--- src/rtl/opm_write_queue_if.sv ---
// CPU-side write bus and OPM chip pin bundle for the write queue.
interface opm_write_queue_if;
    logic       cpu_wr;
    logic       cpu_a0;
    logic [7:0] cpu_din;
    logic       chip_cs_n;
    logic       chip_wr_n;
    logic       chip_a0;
    logic [7:0] chip_din;

    modport master (
        output cpu_wr, cpu_a0, cpu_din,
        input  chip_cs_n, chip_wr_n, chip_a0, chip_din
    );

    modport slave (
        input  cpu_wr, cpu_a0, cpu_din,
        output chip_cs_n, chip_wr_n, chip_a0, chip_din
    );
endinterface

--- src/rtl/opm_write_queue.sv ---
// Write buffer in front of a jt51 OPM: queues CPU address/data port writes
// and replays them as single-clock strobes separated by chip-ce gaps.
//
// state  | meaning
// IDLE   | pins released, pop head entry when queue not empty
// STROBE | cs_n/wr_n low for one clk, gap counter loaded
// WAIT   | pins released, count down ce pulses until the chip is ready
module opm_write_queue #(
    parameter int DEPTH    = 16,
    parameter int ADDR_GAP = 2,
    parameter int DATA_GAP = 68
) (
    input  logic                       clk,
    input  logic                       reset,
    input  logic                       ce,
    opm_write_queue_if.slave           bus,
    input  logic                       flush,
    input  logic                       clr_ovf,
    output logic [$clog2(DEPTH+1)-1:0] level,
    output logic                       empty,
    output logic                       full,
    output logic                       busy,
    output logic                       overflow
);
    localparam int LW      = $clog2(DEPTH + 1);
    localparam int PW      = $clog2(DEPTH);
    localparam int GAP_MAX = (DATA_GAP > ADDR_GAP) ? DATA_GAP : ADDR_GAP;
    localparam int GW      = $clog2(GAP_MAX + 1);

    typedef enum logic [1:0] {IDLE, STROBE, WAIT} state_t;

    state_t          state_q, state_d;
    logic [GW-1:0]   gap_q, gap_d;
    logic [PW-1:0]   rd_ptr, wr_ptr;
    logic [8:0]      mem [DEPTH];
    logic [8:0]      head;
    logic            pop, push, ovf_set;
    logic [LW-1:0]   level_d;
    logic            cs_n_q, cs_n_d;
    logic            a0_q, a0_d;
    logic [7:0]      din_q, din_d;
    logic            busy_d, ovf_d;

    assign head          = mem[rd_ptr];
    assign bus.chip_cs_n = cs_n_q;
    assign bus.chip_wr_n = cs_n_q;
    assign bus.chip_a0   = a0_q;
    assign bus.chip_din  = din_q;

    // Next state and gap counter; a flush in the same cycle suppresses the pop.
    always_comb begin
        state_d = state_q;
        gap_d   = gap_q;
        pop     = 1'b0;
        case (state_q)
            IDLE: begin
                if (!empty && !flush) begin
                    pop     = 1'b1;
                    state_d = STROBE;
                end
            end
            STROBE: begin
                gap_d   = a0_q ? GW'(DATA_GAP) : GW'(ADDR_GAP);
                state_d = WAIT;
            end
            WAIT: begin
                if (gap_q == '0) begin
                    state_d = IDLE;
                end else if (ce) begin
                    gap_d = gap_q - GW'(1);
                end
            end
            default: state_d = IDLE;
        endcase
    end

    // Queue bookkeeping and next values of the registered outputs.
    always_comb begin
        push    = bus.cpu_wr && !flush && (!full || pop);
        ovf_set = bus.cpu_wr && !flush && full && !pop;
        level_d = flush ? '0 : (level + LW'(push) - LW'(pop));
        cs_n_d  = (state_d != STROBE);
        a0_d    = pop ? head[8]   : a0_q;
        din_d   = pop ? head[7:0] : din_q;
        busy_d  = (state_d != IDLE) || (level_d != '0);
        ovf_d   = ovf_set ? 1'b1 : (clr_ovf ? 1'b0 : overflow);
    end

    // State, counter, pointers and all output registers.
    always_ff @(posedge clk or posedge reset) begin
        if (reset) begin
            state_q  <= IDLE;
            gap_q    <= '0;
            rd_ptr   <= '0;
            wr_ptr   <= '0;
            level    <= '0;
            empty    <= 1'b1;
            full     <= 1'b0;
            busy     <= 1'b0;
            overflow <= 1'b0;
            cs_n_q   <= 1'b1;
            a0_q     <= 1'b0;
            din_q    <= 8'h00;
        end else begin
            state_q  <= state_d;
            gap_q    <= gap_d;
            if (pop) rd_ptr <= rd_ptr + PW'(1);
            if (flush)     wr_ptr <= rd_ptr;
            else if (push) wr_ptr <= wr_ptr + PW'(1);
            level    <= level_d;
            empty    <= (level_d == '0);
            full     <= (level_d == LW'(DEPTH));
            busy     <= busy_d;
            overflow <= ovf_d;
            cs_n_q   <= cs_n_d;
            a0_q     <= a0_d;
            din_q    <= din_d;
        end
    end

    // Entry storage; contents need no reset since level guards every read.
    always_ff @(posedge clk) begin
        if (push) mem[wr_ptr] <= {bus.cpu_a0, bus.cpu_din};
    end
endmodule
--- src/flat_wrapper.sv ---
// flat-port wrapper written by rule: the top's interface ports become plain ports
module opm_write_queue_flat 
#(
    parameter int DEPTH    = 16,
    parameter int ADDR_GAP = 2,
    parameter int DATA_GAP = 68
)
  (clk, reset, ce, flush, clr_ovf, level, empty, full, busy, overflow, bus_cpu_wr, bus_cpu_a0, bus_cpu_din, bus_chip_cs_n, bus_chip_wr_n, bus_chip_a0, bus_chip_din);
  opm_write_queue_if bus_i ();
  input  logic clk;
  input  logic reset;
  input  logic ce;
  input  logic flush;
  input  logic clr_ovf;
  output logic [$clog2(DEPTH+1)-1:0] level;
  output logic empty;
  output logic full;
  output logic busy;
  output logic overflow;
  input wire logic [$bits(bus_i.cpu_wr)-1:0] bus_cpu_wr;
  input wire logic [$bits(bus_i.cpu_a0)-1:0] bus_cpu_a0;
  input wire logic [$bits(bus_i.cpu_din)-1:0] bus_cpu_din;
  output wire logic [$bits(bus_i.chip_cs_n)-1:0] bus_chip_cs_n;
  output wire logic [$bits(bus_i.chip_wr_n)-1:0] bus_chip_wr_n;
  output wire logic [$bits(bus_i.chip_a0)-1:0] bus_chip_a0;
  output wire logic [$bits(bus_i.chip_din)-1:0] bus_chip_din;
  assign bus_i.cpu_wr = bus_cpu_wr;
  assign bus_i.cpu_a0 = bus_cpu_a0;
  assign bus_i.cpu_din = bus_cpu_din;
  assign bus_chip_cs_n = bus_i.chip_cs_n;
  assign bus_chip_wr_n = bus_i.chip_wr_n;
  assign bus_chip_a0 = bus_i.chip_a0;
  assign bus_chip_din = bus_i.chip_din;
  opm_write_queue #(.DEPTH(DEPTH), .ADDR_GAP(ADDR_GAP), .DATA_GAP(DATA_GAP)) u_core (.clk(clk), .reset(reset), .ce(ce), .bus(bus_i), .flush(flush), .clr_ovf(clr_ovf), .level(level), .empty(empty), .full(full), .busy(busy), .overflow(overflow));
endmodule
--- config.mk ---
export PLATFORM = sky130hd
export DESIGN_NAME = opm_write_queue_flat
export DESIGN_NICKNAME = d
export VERILOG_FILES = /design/src/rtl/opm_write_queue_if.sv /design/src/rtl/opm_write_queue.sv /design/src/flat_wrapper.sv
export SDC_FILE = /design/constraint.sdc
export NUM_CORES = 1
export LEC_CHECK = 0
export BUFFER_PORTS_ARGS = -buffer_cell sky130_fd_sc_hd__buf_2
export CAP_MARGIN = 5
export CORE_MARGIN = 4
export CORE_UTILIZATION = 55
export CTS_BUF_LIST = sky130_fd_sc_hd__clkbuf_4 sky130_fd_sc_hd__clkbuf_8
export DETAILED_ROUTE_END_ITERATION = 10
export PLACE_DENSITY = 0.75
export SETUP_SLACK_MARGIN = 0.3
export SLEW_MARGIN = 10
export SYNTH_ARGS = -nofsm -noshare
export SYNTH_HDL_FRONTEND = slang
export SYNTH_SLANG_ARGS = --single-unit
--- constraint.sdc ---
create_clock -name clk -period 3 [get_ports clk]
set_clock_uncertainty 0.05 [all_clocks]
set_input_delay 0.45 -clock clk [delete_from_list [all_inputs] [get_ports clk]]
set_output_delay 0.45 -clock clk [all_outputs]
set_load 0.01 [all_outputs]
After elaboration in Yosys (flattened, before gate mapping)
Memory sizes are Yosys's and may differ from the RTL's. A register that Yosys moved wholly into a read port is not among the register bits.
Index checks and enable logic that the tools add are counted.

storage, ports and cells
  bits in registers = 27
  input bits = 15
  memories kept = 1
  RAM bits = 144

operators by class
  mux-type cells = 16
  equality and inequality tests = 6
  reductions and logical operators = 20
  add/sub/neg operators = 5

memories
  memory      depth  width  read ports  clocked after memory_dff  wr ports  RTL line               source
  u_core.mem  16     9      1           1                         1         opm_write_queue.sv:35  logic [8:0] mem [DEPTH];

operator list
  operator                                                                  number
  7-bit 2-to-1 mux                                                          3
  7-bit one-hot mux with 2 select lines                                     1
  4-bit by 1-bit adder with 4-bit output (second input constant)            2
  4-bit 2-to-1 mux                                                          2
  2-bit nonzero test                                                        4
  7-bit logical NOT                                                         1
  7-bit by 1-bit subtractor with 7-bit output (second input constant)       1
  1-bit 2-to-1 mux                                                          6
  2-bit one-hot mux with 3 select lines                                     1
  5-bit by 1-bit adder with 5-bit output                                    1
  5-bit == test (second input constant)                                     1
  1-bit logical AND                                                         5
  5-bit logical NOT                                                         1
  5-bit 2-to-1 mux                                                          1
  5-bit nonzero test                                                        1
  5-bit by 1-bit subtractor with 5-bit output                               1
  1-bit logical NOT                                                         4
  2-bit 2-to-1 mux                                                          2
  2-bit inequality test (second input constant)                             2
  3-bit AND reduction                                                       1
  2-bit by 1-bit == test with 1-bit output (second input constant)          1
  2-bit == test (second input constant)                                     1
  2-bit logical NOT                                                         1
  1-bit logical OR                                                          2
  2-bit by 1-bit inequality test with 1-bit output (second input constant)  1

Longest topological paths before layout
Gate-level depths: netlist (run 1).

  word-level depth = 11
  gate-level depth with buffers = 14

Least setup slack after synthesis (run 1)
No wires, ideal clock.

  path kind = input to register
  start = in flush
  end = reg u_core.busy
  cell stages on the path = 14
  data arrival time = 2.730 ns
  path buffers = 2
  path slack = 0.093 ns
  required time = 2.823 ns
  cells stage by stage = buf_2 or4_4 buf_12 inv_6 nand2b_1 nand2_1 ha_1 inv_1 fa_1 nand2b_1 a21oi_1 xnor2_1 a41o_1 nand3b_1

between the ends
  elaborated cells between the ends (all ways) = 15
  those cells by class = 2 x add/sub; 5 x mux; 8 x reduce/logical

RTL lines
  item                                   RTL line                source
  from (decl)                            flat_wrapper.sv:13      input logic flush;
  1-bit logical NOT                      opm_write_queue.sv:57   if (!empty && !flush) begin
  1-bit logical AND                      opm_write_queue.sv:57
  2-bit 2-to-1 mux                       opm_write_queue.sv:57
  2-bit one-hot mux with 3 select lines  opm_write_queue.sv:55   case (state_q)
  named net u_core.state_d[0]            opm_write_queue.sv:32   state_t state_q, state_d;
  2-bit nonzero test                     opm_write_queue.sv:85   busy_d = (state_d != IDLE) || (level_d != '0);
  1-bit logical OR                       opm_write_queue.sv:85
  named net u_core.busy_d                opm_write_queue.sv:42   logic busy_d, ovf_d;
  to (signal assigned)                   opm_write_queue.sv:113  busy <= busy_d;
  to (decl)                              opm_write_queue.sv:22   output logic busy,

The timed path passes the listed nets, and every way through them passes these cells.
A chain may end at the register's enable or synchronous reset.

Worst setup path in the final report (run 1)
  start = reg u_core.empty
  end = reg u_core.busy

between the ends
  cells in the longest elaborated chain, start to end = 11
  elaborated cells between the ends (all ways) = 14
  those cells by class = 2 x add/sub; 5 x mux; 7 x reduce/logical

RTL lines
  item                                         RTL line                source
  from (decl)                                  opm_write_queue.sv:20   output logic empty,
  from (signal assigned)                       opm_write_queue.sv:111  empty <= (level_d == '0);
  1-bit logical NOT *                          opm_write_queue.sv:57
  1-bit logical AND *                          opm_write_queue.sv:57
  1-bit 2-to-1 mux                             opm_write_queue.sv:57
  1-bit 2-to-1 mux                             opm_write_queue.sv:55
  1-bit logical OR                             opm_write_queue.sv:79   push = bus.cpu_wr && !flush && (!full || pop);
  1-bit logical AND                            opm_write_queue.sv:79
  5-bit by 1-bit adder with 5-bit output       opm_write_queue.sv:81   level_d = flush ? '0 : (level + LW'(push) - LW'(pop));
  5-bit by 1-bit subtractor with 5-bit output  opm_write_queue.sv:81
  5-bit 2-to-1 mux                             opm_write_queue.sv:81
  5-bit nonzero test                           opm_write_queue.sv:85
  1-bit logical OR *                           opm_write_queue.sv:85
  named net u_core.busy_d                      opm_write_queue.sv:42

The timed path passes the listed nets; every way through them passes the cells marked *.

==> results.sh, run 1 <==
export IMPL_viasPerCell=5.825
export IMPL_ys_flop_type="edfxtp_1"
export IMPL_wire_per_inst_um=21.16
export IMPL_grt_usage=0.1919
export IMPL_clock_path_buffers=2
export IMPL_r2r_cells=12
export IMPL_crit_fanout=18
export IMPL_vias=3885
export IMPL_ant_nets=0
export IMPL_finalHoldViolCount=0
export IMPL_worst_pin_slew_ns=1.131
export IMPL_crit_family="simple AND/OR/NAND/NOR gates"
export IMPL_rsz0062_at_grt="no"
export IMPL_yosys_area_top_type="edfxtp_1"
export IMPL_hp_class="in2async"
export IMPL_initialDrtViolationCount=229
export IMPL_crit_required_ns=3.28
export IMPL_slowest_stage="or4_4"
export IMPL_hpwl_um=9119
export IMPL_clk_latency_ns=0.45
export IMPL_startpoint="u_core.empty"
export IMPL_path_cells="or4_4 > buf_6 > nand2_1 > nand2_4 > ha_4 > inv_2 > fa_2 > nand2b_4 > a21oi_4 > xnor2_2 > a41o_1 > nand3b_1"
export IMPL_area_growth_pct=10.93
export IMPL_synth_area_um2=7541
export IMPL_overflow=0
export IMPL_clock_sinks=180
export IMPL_cts_htree_levels=4
export IMPL_nets=504
export IMPL_final_core_util=0.6267
export IMPL_grt_pass1_vias=4051
export IMPL_synth_top_area_frac=0.5734
export IMPL_fin_crit_sh=0.8754
export IMPL_powerDensity_nw_per_um2=836.0
export IMPL_root_buffer="clkbuf_8"
export IMPL_worstSetupPathType="reg2reg"
export IMPL_critPathMaxStageDelay_ns=0.56
export IMPL_tritoncts="done"
export IMPL_clkTransAtPathRegs_ns=0.08
export IMPL_grt_max_degree=43
export IMPL_ys_seq_area_frac=0.6932
export IMPL_syn_inst=420
export IMPL_ys_types=58
export IMPL_startpoint_type="register"
export IMPL_path_buf_inv=2
export IMPL_layout_drive_gt1_share=0.2994
export IMPL_antennaDiodeCount=0
export IMPL_rr_startpoint="u_core.empty"
export IMPL_setup_viol=0
export IMPL_hold_slack_ns=0.1183
export IMPL_port_buffers=34
export IMPL_syn_nets=446
export IMPL_worst_ep_arrival_time_ns=2.91
export IMPL_tns_ns=0
export IMPL_yosysWarnings=0
export IMPL_grt_pass1_wl_um=22740
export IMPL_min_period_ns=2.626
export IMPL_die_area_um2=15650
export IMPL_pin_count=35
export IMPL_synth_edf_count=144
export IMPL_drc=0
export IMPL_crit_path_end_kind="register"
export IMPL_rows=42
export IMPL_totalWireLength_um=14110
export IMPL_fp_dieW_um=125.1
export IMPL_fp_dieH_um=125.1
export IMPL_ir_worst_vdd_mv=0.4782
export IMPL_firstDrtPassIters=5
export IMPL_slew_headroom=0.2463
export IMPL_synth_seq_cells=180
export IMPL_cap_violations=0
export IMPL_synthTopCellsByArea="edfxtp_1 (57%), dfrtp_1 (11%), mux4_1 (5.6%), mux4_2 (5.4%), ha_1 (1.7%)"
export IMPL_leakage_nw=3.009
export IMPL_numCtsBuffers=17
export IMPL_outcome="finished, final reports clean"
export IMPL_fmax_ghz=0.3808
export IMPL_crit_cells=12
export IMPL_core_um2=13350
export IMPL_syn_area_per_cell_um2=17.95
export IMPL_place_congestion=0.7727
export IMPL_antenna_found_initial=1
export IMPL_initial_core_util=0.5650
export IMPL_synthArstFlopShare=0.2000
export IMPL_report_final_slew_viol_count=0
-- placed cells by master, fill, tap and decap left out, drive strengths merged, types with 10 or more instances in the layout --
master and count:
edfxtp 144, buf 62, dfrtp 34, mux4 34, nand2 29, clkbuf 25
nor2 22, inv 15, a22oi 14, ha 10, o21ai 10
-- logic make-up (layout without fill, tap and decap cells) --
group / Yosys count / in the layout / synth area share
AOI/OAI and AO/OA: 44 / 44 / 0.04248
muxes: 50 / 50 / 0.1322
buffers and inverters: 36 / 107 / 0.03484
xor gates and xnor gates: 11 / 11 / 0.01278
and+or+nand+nor: 88 / 88 / 0.06521
adders and majority gates: 11 / 11 / 0.01925
DFF: 180 / 180 / 0.6932
-- path summary, 6_finish.rpt --
path                                          end  slack (ns)
hold reg to reg            u_core.bus.chip_din[7]        0.49
hold / removal                    u_core.gap_q[6]        0.12
setup reg to reg                      u_core.busy        0.37
min in group clk                  u_core.overflow        0.16
max in group asynchronous            u_core.empty        2.05
setup / recovery                      u_core.busy        0.37
-- what timing repair did --
action	in CTS	in global routing
hold buffers	0	0
pin swaps	3	7
gates cloned	0	0
endpoints found under the setup margin	2	2
setup buffers	1	1
gates resized for setup	3	1
-- metal layers --
layer,track usage,up-vias,part of all wire
li1,-,1757,-
met1,0.2496,1978,0.39
met2,0.3119,127,0.52
met3,0.05330,21,0.072
met4,0.07334,2,0.017
met5,0,-,0.00050
-- final cells by class --
cell class	instances	area [um^2]
timing repair buffer	62	400.4
sequential	180	5229
tap	176	220.2
clock inverter	7	52.55
fill	978	4982
multi-input combinational	204	2107
clock buffer	25	300.3
inverter	13	56.30
-- sequential cells by signal, indices dropped and copies added (netlist names), 2 cells and up --
name and flops:
u_core.mem 144, u_core.gap_q 7, u_core.state_q 2, u_core.level 5
u_core.wr_ptr 4, u_core.rd_ptr 4, u_core.bus.chip_din 8
-- Yosys cell counts, drive strengths merged, types with 7 or more instances --
cell type and instances:
mux2 9, a22oi 14, nor3 8, mux2i 7, buf 13, clkbuf 9
dfrtp 34, o21ai 10, a21oi 8, xnor2 8, edfxtp 144, ha 10
nand2 29, nor2 22, inv 13, mux4 34
-- where the power goes --
part / switching, W / internal (W) / leakage, nW
clock network: 0.000792 / 0.000664 / 0.187
logic: 0.00113 / 0.00110 / 1.07
registers: 0.000319 / 0.00300 / 1.75
-- metrics by stage --
step                      setup WS, ns  instance area [um^2]  std cells  power (W)
after floorplan                 0.1914                  7595        420   0.005024
final                           0.3737                  8366        667   0.006993
after CTS                       0.3201                  8354        666   0.007059
after detailed placement       0.09505                  7975        633   0.005546
after global routing            0.2951                  8366        667   0.007407
after global placement          0.1837                  7975        633   0.005444
(Power assumes the default switching activity.)
==> inputs of run 2 (changes only) <==
ABC_AREA = 1   (was default)
==> run 2 against run 1 <==
  * Critical path depth rose by 3
  * Sequential share of layout area down 0.29 points
  * Clock power up 8%
  * Combinational power grew 27%
  * Final cell count rose by 41%
  * Flip-flop and latch count unchanged
  * Power rose by 8.0%
  * Hold slack got worse by 0.073 ns
  * Via count rose by 34%
  * Non-clock buffer count is 8 lower
  * Global-route usage up 2.7 points
  * Critical path type unchanged
  * Design area increased by 0.46%
==> results.sh, run 2 <==
export IMPL_worst_pin_slew_ns=0.8547
export IMPL_final_cell_mix="nand2_1 (257), edfxtp_1 (144), nand3_1 (117), nor2_1 (37), inv_1 (35)"
export IMPL_ys_seq_area_frac=0.6803
export IMPL_hp_class="in2async"
export IMPL_grt_pass1_wl_um=27200
export IMPL_rsz0062_at_grt="no"
export IMPL_synthTopCellsByArea="edfxtp_1 (56%), nand2_1 (13%), dfrtp_1 (11%), nand3_1 (7.6%), nor2_1 (1.9%)"
export IMPL_die_area_um2=15930
export IMPL_ys_flop_type="edfxtp_1"
export IMPL_fmax_ghz=0.4154
export IMPL_crit_required_ns=3.34
export IMPL_regMostFlops="u_core.mem"
export IMPL_layout_commonest_cell="nand2_1"
export IMPL_crit_path_end_kind="register"
export IMPL_finalHoldViolCount=0
export IMPL_antennaDiodeCount=0
export IMPL_wire_per_inst_um=17.62
export IMPL_viasPerCell=5.541
export IMPL_fp_dieW_um=126.2
export IMPL_totalWireLength_um=16620
export IMPL_grt_pass1_vias=5145
export IMPL_clock_path_buffers=2
export IMPL_ys_types=30
export IMPL_slew_headroom=0.4296
export IMPL_grt_usage=0.2191
export IMPL_fin_total_pwr_w=0.007555
export IMPL_drc=0
export IMPL_outcome="finished, final reports clean"
export IMPL_clkTransAtPathRegs_ns=0.09
export IMPL_nets=780
export IMPL_yosys_top_cells_count="nand2_1 (257), edfxtp_1 (144), nand3_1 (117), nor2_1 (38), inv_1 (35)"
export IMPL_fp_dieH_um=126.2
export IMPL_synthArstFlopShare=0.2000
export IMPL_place_congestion=0.8315
export IMPL_ir_worst_vdd_mv=0.4924
export IMPL_ant_nets=0
export IMPL_pin_count=35
export IMPL_synth_most_common_cell="nand2_1"
export IMPL_startpoint_type="register"
export IMPL_firstDrtPassIters=5
export IMPL_min_period_ns=2.407
export IMPL_synth_top_area_frac=0.5628
export IMPL_overflow=0
export IMPL_largest_register_ffs=144
export IMPL_synth_edf_count=144
export IMPL_clk_latency_ns=0.45
export IMPL_antenna_found_initial=0
export IMPL_hold_slack_ns=0.04555
export IMPL_cts_htree_levels=4
export IMPL_yosys_area_top_type="edfxtp_1"
export IMPL_root_buffer="clkbuf_8"
export IMPL_worstSetupPathType="reg2reg"
export IMPL_initial_core_util=0.5711
export IMPL_numCtsBuffers=17
export IMPL_setup_viol=0
export IMPL_layout_drive_gt1_share=0.1226
export IMPL_tritoncts="done"
export IMPL_area_growth_pct=9.380
export IMPL_tns_ns=0
export IMPL_syn_nets=738
export IMPL_initialDrtViolationCount=496
export IMPL_yosysWarnings=0
export IMPL_final_core_util=0.6247
export IMPL_cts_setup_buffers=0
export IMPL_vias=5225
export IMPL_crit_fanout=16
export IMPL_worst_ep_arrival_time_ns=2.75
export IMPL_clock_sinks=180
export IMPL_hpwl_um=10500
export IMPL_syn_inst=712
export IMPL_synth_area_um2=7684
export IMPL_powerDensity_nw_per_um2=899.0
export IMPL_report_final_slew_viol_count=0
export IMPL_rows=42
export IMPL_leakage_nw=3.452
export IMPL_fin_crit_sh=0.8024
export IMPL_core_um2=13450
export IMPL_synth_seq_cells=180
export IMPL_grt_max_degree=76
export IMPL_syn_area_per_cell_um2=10.79
export IMPL_dp_cells=911
export IMPL_port_buffers=34
export IMPL_cap_violations=0
export IMPL_fin_cells=943
==> run 2: cell count changes in the layout (fill, tap and decap cells not counted), sizes merged, moves of 6 or more <==
cell	change
nor3	-6
buf	-8
mux2	-9
nand2	+228
nor2	+18
mux4	-34
inv	+25
xnor2	-7
nand3	+113
a22oi	-13
mux2i	-7
==> run 2: worst paths after layout <==
check                      slack (ns)                      to  depth (start not counted)                    from
max                              0.59            u_core.empty                         15       u_core.state_q[1]
min                              0.05         u_core.gap_q[6]                          3                   reset
max reg2reg                      0.59            u_core.empty                         15       u_core.state_q[1]
min reg2reg                      0.44  u_core.bus.chip_din[6]                          2  u_core.bus.chip_din[6]
max in group asynchronous        2.51    u_core.bus.chip_cs_n                          3                   reset
min in group clk                 0.15         u_core.overflow                          2                 clr_ovf
==> run 2: report_power, final <==
group | switching (W) | internal, W | leakage, nW
Sequential | 0.000181 | 0.00298 | 1.74
Combinational | 0.00195 | 0.000864 | 1.52
Clock | 0.000815 | 0.000766 | 0.190
==> run 2: routing by layer <==
layer,part of all wire,global-route usage,vias up
met2,0.49,0.3484,224
li1,-,-,2470
met4,0.019,0.07823,0
met5,0,0,-
met1,0.41,0.2982,2500
met3,0.082,0.05207,31
==> run 2: area by class of cell <==
type / count / area (um^2)
Sequential cell: 180 / 5229
Fill cell: 1119 / 5049
Multi-Input combinational cell: 462 / 2103
Timing Repair Buffer: 54 / 332.8
Clock buffer: 21 / 264.0
Tap cell: 176 / 220.2
Inverter: 39 / 146.4
Clock inverter: 11 / 108.9
==> run 2: cells by family after synthesis <==
family | count (synthesis) | synth area share
and+or+nand+nor | 419 | 0.2278
xor gates and xnor gates | 7 | 0.007979
buffers and inverters | 70 | 0.04625
AOI/OAI and AO/OA | 25 | 0.01873
DFF | 180 | 0.6803
adders and majority gates | 11 | 0.01889
==> run 2: worst max-delay path, stage by stage, from the launching register on <==
cell and delay, ns:
dfrtp_1 0.38, inv_1 0.13, nand3_4 0.20, nor2_2 0.19, inv_1 0.08, nand2_1 0.07, ha_1 0.16, inv_1 0.05
fa_1 0.37, inv_1 0.10, nand3_1 0.07, nand2_1 0.08, a21oi_1 0.06, o21ai_0 0.15, inv_1 0.11, nor2_1 0.10
==> run 2: metrics by stage <==
stage | area [um^2] | worst slack (ns)
after CTS | 8402 | 0.5369
after global placement | 8029 | 0.4186
after floorplan | 7684 | 0.6912
after global routing | 8404 | 0.3467
final | 8404 | 0.5928
after detailed placement | 8029 | 0.2885
==> run 2: timing repair <==
item | in CTS | in global routing
hold buffers | 0 | 0
endpoints found under the setup margin | 0 | 1
gates resized for setup | 0 | 1
==> inputs of run 3 (changes only) <==
clock period = 2.05 ns   (was 3 ns; I/O delays follow)
==> run 3 against run 2 <==
  * The run now ends with negative setup slack left
  * Largest power group is now combinational cells
  * Final cell count increased by 3.2%
  * Highest routed layer unchanged
  * Sequential share of layout area decreased by 5.5 points
  * Combinational power up 76%
  * Hold slack improved by 0.14 ns
  * Routed wire length up 3.6%
  * Largest cell class unchanged
  * Critical path type unchanged
  * Register-to-register slack worse by 0.74 ns
  * Critical endpoint is now u_core.busy
==> results.sh, run 3 (same netlist as run 2, synthesis figures left out) <==
export IMPL_numCtsBuffers=17
export IMPL_core_um2=13450
export IMPL_viasPerCell=5.502
export IMPL_regMostFlops="u_core.mem"
export IMPL_path_cells="nor2_4 > nand3_4 > buf_6 > nand2_2 > nand2_2 > ha_4 > inv_2 > fa_2 > nor2_2 > nor2_1 > nand3_1 > inv_1 > nand3_1"
export IMPL_vias=5353
export IMPL_wire_per_inst_um=17.69
export IMPL_worst_ep_arrival_time_ns=2.48
export IMPL_root_buffer="clkbuf_8"
export IMPL_totalWireLength_um=17210
export IMPL_fin_total_pwr_w=0.01195
export IMPL_worst_pin_slew_ns=0.3965
export IMPL_cap_violations=0
export IMPL_fp_dieH_um=126.2
export IMPL_clock_path_buffers=2
export IMPL_ant_nets=0
export IMPL_clk_latency_ns=0.45
export IMPL_firstDrtPassIters=7
export IMPL_nets=810
export IMPL_finalHoldViolCount=0
export IMPL_largest_register_ffs=144
export IMPL_critPathMaxStageDelay_ns=0.56
export IMPL_slew_headroom=0.7350
export IMPL_port_buffers=34
export IMPL_tritoncts="done"
export IMPL_die_area_um2=15930
export IMPL_clkTransAtPathRegs_ns=0.10
export IMPL_share_comb_of_total_power=0.414
export IMPL_ir_worst_vdd_mv=0.7174
export IMPL_crit_path_end_kind="register"
export IMPL_antennaDiodeCount=0
export IMPL_powerDensity_nw_per_um2=1297
export IMPL_report_final_slew_viol_count=0
export IMPL_pin_count=35
export IMPL_fp_dieW_um=126.2
export IMPL_netSwitchingFraction=0.4075
export IMPL_initialDrtViolationCount=579
export IMPL_startpoint_type="register"
export IMPL_setup_viol=20
export IMPL_antenna_found_initial=0
export IMPL_grt_pass1_vias=5138
export IMPL_outcome="finished with violations"
export IMPL_place_congestion=0.8679
export IMPL_cts_htree_levels=4
export IMPL_grt_pass1_wl_um=27070
export IMPL_initial_core_util=0.5711
export IMPL_timing_final_ws_setup_ns=-0.1439
export IMPL_layout_commonest_cell="nand2_1"
export IMPL_area_growth_pct=19.92
export IMPL_drc=0
export IMPL_slowest_stage="dfstp_2"
export IMPL_violations="negative setup slack"
export IMPL_grt_usage=0.2193
export IMPL_p_int_w=0.007080
export IMPL_grt_max_degree=53
export IMPL_fmax_ghz=0.4558
export IMPL_leakage_nw=3.689
export IMPL_rows=42
export IMPL_worstSetupPathType="reg2reg"
export IMPL_switching_power_w=0.004869
export IMPL_crit_required_ns=2.34
export IMPL_min_period_ns=2.194
export IMPL_crit_fanout=3
export IMPL_pwr_share_clk=0.198
export IMPL_overflow=0
export IMPL_clock_sinks=180
export IMPL_final_cell_mix="nand2_1 (249), edfxtp_1 (144), nand3_1 (115), buf_2 (34), dfrtp_1 (33)"
export IMPL_seqPwrFrac=0.388
export IMPL_n_fill_cell=933
export IMPL_fin_crit_sh=1.070
export IMPL_rsz0062_at_grt="yes"
export IMPL_layout_drive_gt1_share=0.2070
export IMPL_hp_class="in2reg"
export IMPL_hold_slack_ns=0.1856
export IMPL_hpwl_um=10740
[run 3: cell types whose count changed in the layout (fill, tap and decap cells not counted), sizes merged, moves of 2 or more]
| cell | delta |
|---|---|
| clkbuf | -2 |
| dlygate4sd3 | +2 |
| buf | +25 |
| inv | +3 |
[run 3: per-stage QoR]
step                cells  utilization  cell area, um^2  worst slack, ns  TNS, ns
floorplan             712            -             7734         -0.09760  -0.3201
global placement      928       0.6251             8409          -0.1521  -0.5372
detailed placement    928       0.6251             8409          -0.2635   -1.056
CTS                   968       0.6748             9077          -0.1174  -0.3299
global route          973       0.6849             9214          -0.2342   -5.756
finish                973       0.6849             9214          -0.1439   -1.362
[run 3: routing by layer]
metal	up-vias	part of all wire	global-route usage
met2	223	0.50	0.3546
met3	24	0.079	0.04996
met4	0	0.013	0.06120
met1	2565	0.41	0.3022
met5	-	0	0
li1	2541	-	-
[run 3: layout make-up]
type / count / area (um^2) / share of cell area
Timing Repair Buffer: 83 / 847.1 / 0.09193
Inverter: 39 / 157.7 / 0.01711
Tap cell: 176 / 220.2 / 0.02390
Sequential cell: 180 / 5229 / 0.5675
Multi-Input combinational cell: 463 / 2355 / 0.2556
Clock buffer: 17 / 234.0 / 0.02539
Clock inverter: 15 / 171.4 / 0.01860
[run 3: power groups by stage]
stage / clock, W / sequential, W / combinational, W
final: 0.00236 / 0.00464 / 0.00495
after CTS: 0.00242 / 0.00461 / 0.00469
after global routing: 0.00260 / 0.00468 / 0.00551
after global placement: 0 / 0.00465 / 0.00425
after floorplan: 0 / 0.00470 / 0.00307
after detailed placement: 0 / 0.00468 / 0.00440
[run 3: worst paths after layout]
check / from / end / slack, ns / cells after the start
max reg2reg: u_core.empty / u_core.busy / -0.14 / 13
max in group asynchronous: reset / u_core.bus.chip_cs_n / 1.28 / 4
min reg2reg: u_core.bus.chip_din[0] / u_core.bus.chip_din[0] / 0.44 / 2
max: u_core.empty / u_core.busy / -0.14 / 13
min: bus_cpu_din[3] / u_core.mem[2][3] / 0.19 / 1
min in group asynchronous: reset / u_core.level[2] / 0.36 / 4
[run 3: timing repair]
action	in CTS	in global routing
hold buffers	2	0
pin swaps	11	4
endpoints found under the setup margin	151	169
resized for setup	47	21
buffers inserted	6	2
hold endpoints to repair	35	0
cloned	0	3
[run 3: critical path, delay by kind of cell, from the launching register on]
family / cells / cell delay [ns]
and+or+nand+nor: 8 / 0.57
DFF: 1 / 0.56
buffers and inverters: 3 / 0.25
adders and majority gates: 2 / 0.67
